<file path="src/rtl/icache_axi_rd_bridge_pkg.sv">
// Shared definitions for the instruction-cache refill bridge: FSM encoding,
// AXI response codes and the line geometry the cache also uses.
package icache_axi_rd_bridge_pkg;

    typedef enum logic [2:0] {
        IDLE  = 3'd0,
        ADDR  = 3'd1,
        DATA  = 3'd2,
        RESP  = 3'd3,
        DRAIN = 3'd4
    } state_t;

    localparam logic [1:0] RESP_OKAY   = 2'b00;
    localparam logic [1:0] RESP_SLVERR = 2'b10;
    localparam logic [1:0] RESP_DECERR = 2'b11;

    localparam int LINE_W = 64;
    localparam int OFF_W  = 3;

endpackage

</file>
<file path="src/rtl/icache_axi_rd_bridge.sv">
// Turns one icache line-fetch request into a single-beat AXI4-Lite read, with a
// watchdog that returns an error and drains the bus if the slave hangs.
module icache_axi_rd_bridge
    import icache_axi_rd_bridge_pkg::*;
#(
    parameter int ADDR_W  = 32,
    parameter int TIMEOUT = 255
) (
    input  logic              clk,
    input  logic              rst,
    input  logic              rd_req,
    input  logic [3:0]        rd_wstrb,
    input  logic [63:0]       rd_addr,
    output logic              ret_valid,
    output logic [LINE_W-1:0] ret_data,
    output logic              ret_err,
    output logic [ADDR_W-1:0] araddr,
    output logic              arvalid,
    input  logic              arready,
    input  logic [LINE_W-1:0] rdata,
    input  logic [1:0]        rresp,
    input  logic              rvalid,
    output logic              rready
);

    localparam logic [7:0] TIMEOUT_CNT = 8'(TIMEOUT);

    state_t              state, state_nxt;
    logic [ADDR_W-1:0]   araddr_nxt;
    logic [LINE_W-1:0]   ret_data_nxt;
    logic                ret_err_nxt;
    logic                abandon, abandon_nxt;
    logic                ar_pend, ar_pend_nxt;
    logic [7:0]          wdog, wdog_nxt;
    logic                addr_hi_bad;
    logic                timed_out;
    logic                unused_wstrb;

    assign unused_wstrb = ^rd_wstrb;
    assign addr_hi_bad  = |(rd_addr >> ADDR_W);
    assign timed_out    = (wdog == TIMEOUT_CNT);

    // ar_pend marks an abandoned transaction whose AR was never accepted, so
    // DRAIN must still finish the address phase before waiting for data.
    assign arvalid   = (state == ADDR) || ((state == DRAIN) && ar_pend);
    assign rready    = (state == DATA) || ((state == DRAIN) && !ar_pend);
    assign ret_valid = (state == RESP);

    always_comb begin
        // NOTE: every next-state signal gets a default first so no path leaves it unassigned (no latches).
        state_nxt    = state;
        araddr_nxt   = araddr;
        ret_data_nxt = ret_data;
        ret_err_nxt  = ret_err;
        abandon_nxt  = abandon;
        ar_pend_nxt  = ar_pend;
        wdog_nxt     = wdog;

        case (state)
            IDLE: begin
                if (rd_req) begin
                    if (addr_hi_bad) begin
                        ret_err_nxt  = 1'b1;
                        ret_data_nxt = '0;
                        state_nxt    = RESP;
                    end else begin
                        araddr_nxt = {rd_addr[ADDR_W-1:OFF_W], {OFF_W{1'b0}}};
                        wdog_nxt   = '0;
                        state_nxt  = ADDR;
                    end
                end
            end
            ADDR: begin
                wdog_nxt = wdog + 8'd1;
                if (arready) begin
                    state_nxt = DATA;
                end else if (timed_out) begin
                    ret_err_nxt  = 1'b1;
                    ret_data_nxt = '0;
                    abandon_nxt  = 1'b1;
                    ar_pend_nxt  = 1'b1;
                    state_nxt    = RESP;
                end
            end
            DATA: begin
                wdog_nxt = wdog + 8'd1;
                if (rvalid) begin
                    ret_data_nxt = rdata;
                    ret_err_nxt  = (rresp != RESP_OKAY);
                    state_nxt    = RESP;
                end else if (timed_out) begin
                    ret_err_nxt  = 1'b1;
                    ret_data_nxt = '0;
                    abandon_nxt  = 1'b1;
                    ar_pend_nxt  = 1'b0;
                    state_nxt    = RESP;
                end
            end
            RESP: begin
                state_nxt = abandon ? DRAIN : IDLE;
            end
            DRAIN: begin
                if (ar_pend) begin
                    if (arready) ar_pend_nxt = 1'b0;
                end else if (rvalid) begin
                    abandon_nxt = 1'b0;
                    state_nxt   = IDLE;
                end
            end
            default: state_nxt = IDLE;
        endcase
    end

    always_ff @(posedge clk) begin
        // NOTE: state registers use non-blocking assignment so every flop samples pre-edge values.
        if (rst) begin
            state    <= IDLE;
            araddr   <= '0;
            ret_data <= '0;
            ret_err  <= 1'b0;
            abandon  <= 1'b0;
            ar_pend  <= 1'b0;
            wdog     <= '0;
        end else begin
            state    <= state_nxt;
            araddr   <= araddr_nxt;
            ret_data <= ret_data_nxt;
            ret_err  <= ret_err_nxt;
            abandon  <= abandon_nxt;
            ar_pend  <= ar_pend_nxt;
            wdog     <= wdog_nxt;
        end
    end

endmodule

</file>
<file path="config.mk">
export PLATFORM = sky130hd
export DESIGN_NAME = icache_axi_rd_bridge
export DESIGN_NICKNAME = d
export VERILOG_FILES = /design/src/rtl/icache_axi_rd_bridge_pkg.sv /design/src/rtl/icache_axi_rd_bridge.sv
export SDC_FILE = /design/constraint.sdc
export NUM_CORES = 1
export LEC_CHECK = 0
export BUFFER_PORTS_ARGS = -buffer_cell sky130_fd_sc_hd__buf_4
export CAP_MARGIN = 20
export CORE_MARGIN = 2
export CORE_UTILIZATION = 52
export DETAILED_ROUTE_END_ITERATION = 7
export GPL_TIMING_DRIVEN = 0
export PLACE_DENSITY = 0.86
export SYNTH_ARGS = -nofsm -noshare
export SYNTH_HDL_FRONTEND = slang
export SYNTH_SLANG_ARGS = --single-unit
export TNS_END_PERCENT = 100
</file>
<file path="constraint.sdc">
create_clock -name clk -period 3 [get_ports clk]
set_clock_uncertainty 0.2 [all_clocks]
set_input_delay 0.3 -clock clk [delete_from_list [all_inputs] [get_ports clk]]
set_output_delay 0.3 -clock clk [all_outputs]
set_load 0.02 [all_outputs]
</file>
=== Word level (Yosys, flattened, before mapping) ===
Index checks and enable logic that the tools add are counted.

* Word-level logic and storage cells: 78
* Output and inout port bits: 100
* Input bits: 139
* Flip-flop bits (word level): 107

* Multiplexer cells: 37
* Reduce and logical (&&, ||, !) cells: 18
* Bitwise logic cells: 1
* Eq/ne operators: 14
* Add/sub/neg operators: 1

{| class="wikitable"
|+ Operators with widths
! cell !! count
|-
| two-way mux 64 bit || 5
|-
| case mux 64 bit (3 select lines) || 1
|-
| OR reduction 32 bit || 1
|-
| two-way mux 3 bit || 7
|-
| != test 2 bit (second input constant) || 9
|-
| two-way mux 1 bit || 16
|-
| two-way mux 8 bit || 2
|-
| case mux 8 bit (2 select lines) || 1
|-
| case mux 3 bit (5 select lines) || 1
|-
| AND reduction 5 bit || 2
|-
| case mux 1 bit (3 select lines) || 3
|-
| AND reduction 3 bit || 3
|-
| adder 8 x 1 -> 8 bit (second input constant) || 1
|-
| == test 8 bit (second input constant) || 1
|-
| == test 3 x 2 -> 1 bit (second input constant) || 2
|-
| nonzero test 3 bit || 2
|-
| AND reduction 4 bit || 1
|-
| nonzero test 2 bit || 2
|-
| == test 3 x 1 -> 1 bit (second input constant) || 1
|-
| == test 3 bit (second input constant) || 1
|-
| logical NOT 3 bit || 1
|-
| logical AND 1 bit || 2
|-
| logical OR 1 bit || 2
|-
| two-way mux 2 bit || 1
|-
| other kinds (3) || 3
|}

=== Logic depth before layout (Yosys ltp) ===
* Depth in word-level cells: 4
* Depth in mapped cells: 8
* Mapped depth without buffers: 5

=== Least setup slack after synthesis ===
OpenSTA, ideal clock, no wires.

* Path type: register to output
* Start point: register state[0]
* End point: output arvalid
* Required time: 2.500 ns
* Data arrival time: 1.274 ns
* Stages on the path, launching flop included: 5
* Slack: 1.226 ns
* Path through: dfxtp_1 > buf_6 > clkbuf_1 > or3_1 > a21oi_1

* Word-level cells in the longest chain between the ends: 3
* Elaborated cells on any way between the ends: 4

{| class="wikitable"
|+ RTL lines
! what !! RTL line !! text
|-
| start, declared || icache_axi_rd_bridge.sv:28 || <nowiki>state_t state, state_nxt;</nowiki>
|-
| start signal, assigned || icache_axi_rd_bridge.sv:125 || <nowiki>state <= state_nxt;</nowiki>
|-
| == test 3 bit || icache_axi_rd_bridge.sv:45 || <nowiki>assign arvalid = (state == ADDR) || ((state == DRAIN) && ar_pend);</nowiki>
|-
| logical AND 1 bit || icache_axi_rd_bridge.sv:45 ||
|-
| logical OR 1 bit * || icache_axi_rd_bridge.sv:45 ||
|-
| end, declared || icache_axi_rd_bridge.sv:18 || <nowiki>output logic arvalid,</nowiki>
|}

Mark *: on every way between the ends. The rest lies on a longest branch, timed or not.

=== Final worst setup path ===
* Start point: register state[0]
* End point: register ret_data[14]

* Word-level cells in the longest chain between the ends: 3
* Elaborated cells on any way between the ends: 9

{| class="wikitable"
|+ RTL lines
! what !! RTL line !! text
|-
| == test 3 x 1 -> 1 bit, or another cell as far along || icache_axi_rd_bridge.sv:59 || <nowiki>case (state)</nowiki>
|-
| != test 2 bit (no source line) / nonzero test 3 bit (equally long branches) || n/a ||
|-
| AND reduction 4 bit (no source line) || n/a ||
|-
| end signal, assigned || icache_axi_rd_bridge.sv:127 || <nowiki>ret_data <= ret_data_nxt;</nowiki>
|-
| end, declared || icache_axi_rd_bridge.sv:15 || <nowiki>output logic [LINE_W-1:0] ret_data,</nowiki>
|}

Parallel ways exist; a longest one is shown, timed or not.
A chain may end at the register's enable or synchronous reset.

==> run_results.csv <==
group,metric,value,unit
floorplanning,start_util,0.535,
timing,worstMarginPinSlew,0.905,ns
placement,pre_cts_slack,0.802,ns
routing,avgRoutedWirePerCell,17.1,um
global_route,grtUsageMet3,0.0681,
placement,dp_cells,1055,
logic_synthesis,synth_top_family_by_area,"simple AND/OR/NAND/NOR gates",
layout,fin_cells,1148,
routing,drtIter0Drc,530,
global_route,grtUsageTotal,0.336,
cts,cts_tree,"yes",
worst_setup_path,crit_chain,"buf_6 -> o311ai_2 -> clkbuf_1 -> o21ai_0 -> nand3_1",
floorplanning,rows,37,
power,total_power,3.15,mW
power,seqPwrFrac,0.475,
worst_setup_path,worst_path_max_delay_cell,"o311ai_2",
logic_synthesis,synth_warnings,0,
timing,final_max_slew_viol_count,0,
layout,final_area,8340,sq um
logic_synthesis,synth_ff_type,"dfxtp_1",
routing,drt_first_pass_iters,5,
power,power_frac_comb,0.251,
worst_setup_path,worstSetupStartpoint,"state[0]",
cts,numCtsBuffers,9,
cts,clock_path_buffers,2,
logic_synthesis,ys_ff_latch,107,
routing,finalWirelength,19600,um
placement,gp_congestion,0.862,
timing,min_period,2.24,ns
timing,setup_viol,0,
timing,fmax,447,MHz
logic_synthesis,synth_compound_area_frac,0.105,
min_path,hp-class,"primary input to flip-flop",
logic_synthesis,ys_async_sr_fraction,0,
logic_synthesis,postSynthAreaPerCell,7.98,sq um
power,power.switching,0.996,mW
timing,relSlewSlack,0.396,
power,p_clk_frac,0.274,
worst_setup_path,crit_path_start_kind,"flip-flop",
placement,io_buffers,228,
logic_synthesis,synth_cell_types,51,
routing,final_antenna_net_count,0,
layout,seq_area,2140,sq um
floorplanning,pin_count,239,
power,p_int,2.16,mW
timing,fin_crit_sh,0.746,
global_route,grt_use_met1,0.400,
global_route,grt_pass1_vias,6364,
placement,dp_hpwl,12700,um
global_route,overflow,0,
routing,drc,0,
layout,antenna_cells,0,
outcome,outcome,"complete, no violations",
global_route,grt_pass1_wl,31100,um
floorplanning,dieArea,11400,sq um
layout,fin_util,0.812,
worst_setup_path,r2r-start,"state[0]",
worst_setup_path,crit_fanout,10,
min_path,worstHoldStart,"rd_addr[27]",
routing,vias_per_cell,5.74,
logic_synthesis,synthesis.area,5500,sq um
cts,cts.clk_slew.worst_paths,0.11,ns
power,p_leak,3.62,nW
routing,vias,6590,
cts,postCtsSetupRepairBufs,0,
run,cap_violations,0,
layout,fin_nets,1147,
layout,drive_gt1_frac,0.272,
timing,grt_setup_unrepaired,"false",
timing,fin_hold_ws,0.0136,ns
global_route,grt.met2_usage,0.593,
global_route,busiest_layer,"met2",
worst_setup_path,crit_required,3.11,ns
cts,clkSinkCount,107,
logic_synthesis,yosys.area_share.simple,0.379,
timing,hold_viol_final,0,
worst_setup_path,cp-end-kind,"flip-flop",
floorplanning,dieWidth,107,um
logic_synthesis,ys_seq_area_frac,0.390,
timing,setup_ws,0.763,ns
layout,syn_to_final_growth,51.7,%
worst_setup_path,cp_slowest_stage_delay,0.80,ns
global_route,antenna_found_initial,0,
power,worst_ir_drop_vdd,0.000251,V
cts,cts_hold_buf,77,
timing,setup_tns,0,ns
placement,placed_area,7390,sq um
logic_synthesis,synth-xor-area-share,0.00774,
power,p_per_area,378,nW/um^2
floorplanning,fp.dieH,107,um
layout,fillers,613,
global_route,grt_max_degree,19,
logic_synthesis,synth_cells,689,
worst_setup_path,arrival,2.35,ns
cts,cts.htree.levels,3,
cts,root_buffer,"clkbuf_8",
power,switching_share,0.316,
cts,ctsResizeCount,0,
worst_setup_path,worstSetupPathType,"flip-flop to flip-flop",
logic_synthesis,synth-adder-area-share,0.00228,
logic_synthesis,synth_edf_count,0,
layout,multi_input_area,3020,sq um
cts,clkLatencyLatePin,0.37,ns
floorplanning,core_area,10300,sq um
logic_synthesis,synth.area.mux_share,0.0528,
power by group through the flow:
stage	clock network (mW)	logic, mW	registers, mW
floorplan	0	0.328	1.57
CTS	0.866	0.767	1.50
detailed placement	0	0.684	1.53
global route	0.920	0.847	1.50
finish	0.865	0.791	1.50
global placement	0	0.667	1.53
per-layer routing:
metal / vias up / part of all wire
met5: - / 0
met4: 0 / 0.037
met3: 80 / 0.087
met2: 421 / 0.49
met1: 3040 / 0.38
li1: 3049 / -
layout by cell type, fill, tap and decap left out, drive strengths merged, types with 2 or more instances in the layout:
cell,n
or3,2
mux2i,29
nand3b,3
o21ai,74
a31oi,2
and3b,2
or2,2
nand3,68
and4,2
conb,3
buf,259
a211oi,2
nor2,9
o21a,2
a21oi,5
inv,8
nand2b,60
dlygate4sd3,77
nand2,68
dfxtp,107
and3,3
nand4,66
clkbuf,47
nor4,11
nor3,6
nor3b,3
nor2b,67
clkinvlp,2
xnor2,4
critical path: cells and delay by family (launching register included):
kind	cells	cell delay [ns]
buf+inv	2	0.52
simple gates	1	0.12
flops	1	0.33
compound gates	2	1.01
worst paths after layout:
path                            slack [ns]           end  depth (start not counted)
worst min register to register        0.28    araddr[10]                          2
worst max-delay path                  0.76  ret_data[14]                          5
worst max register to register        0.76  ret_data[14]                          5
worst min-delay path                  0.01    araddr[27]                          3
synthesized netlist by cell type, types with 5 or more instances:
master	number	area, sq um
dfxtp_1	107	2140
nand2_1	68	255
nand3_1	68	340
nor2b_1	67	419
nand4_1	66	413
o21ai_0	62	310
nand2b_1	60	375
clkbuf_1	37	139
mux2i_1	29	290
buf_2	15	75.1
o21ai_1	12	60.1
nor4_1	11	68.8
nor2_1	9	33.8
buf_4	7	52.6
buf_1	6	22.5
nor3_1	6	30.0
a21oi_1	5	25.0
inv_1	5	18.8
sequential cells by signal, summed over array words and instances, names as in the netlist:
register,flops
wdog,8
ret_err,1
ar_pend,1
state,3
abandon,1
ret_data,64
araddr,29
cells by family (layout without fill, tap and decap cells):
group | after synthesis | in the layout
xor+xnor | 4 | 4
compound gates | 99 | 99
other cells | 1 | 3
mux | 29 | 29
buf+inv | 73 | 394
fa+ha+maj | 1 | 1
flops | 107 | 107
simple gates | 375 | 375
cell type report:
class                      count  share of cell area
tap                          136              0.0204
sequential                   107               0.257
inverter                       5             0.00225
clock inverter                 6             0.00555
timing repair buffer         305               0.298
buffer                        68              0.0387
clock buffer                  10              0.0165
multi-input combinational    511               0.362
(Power assumes the default switching activity.)
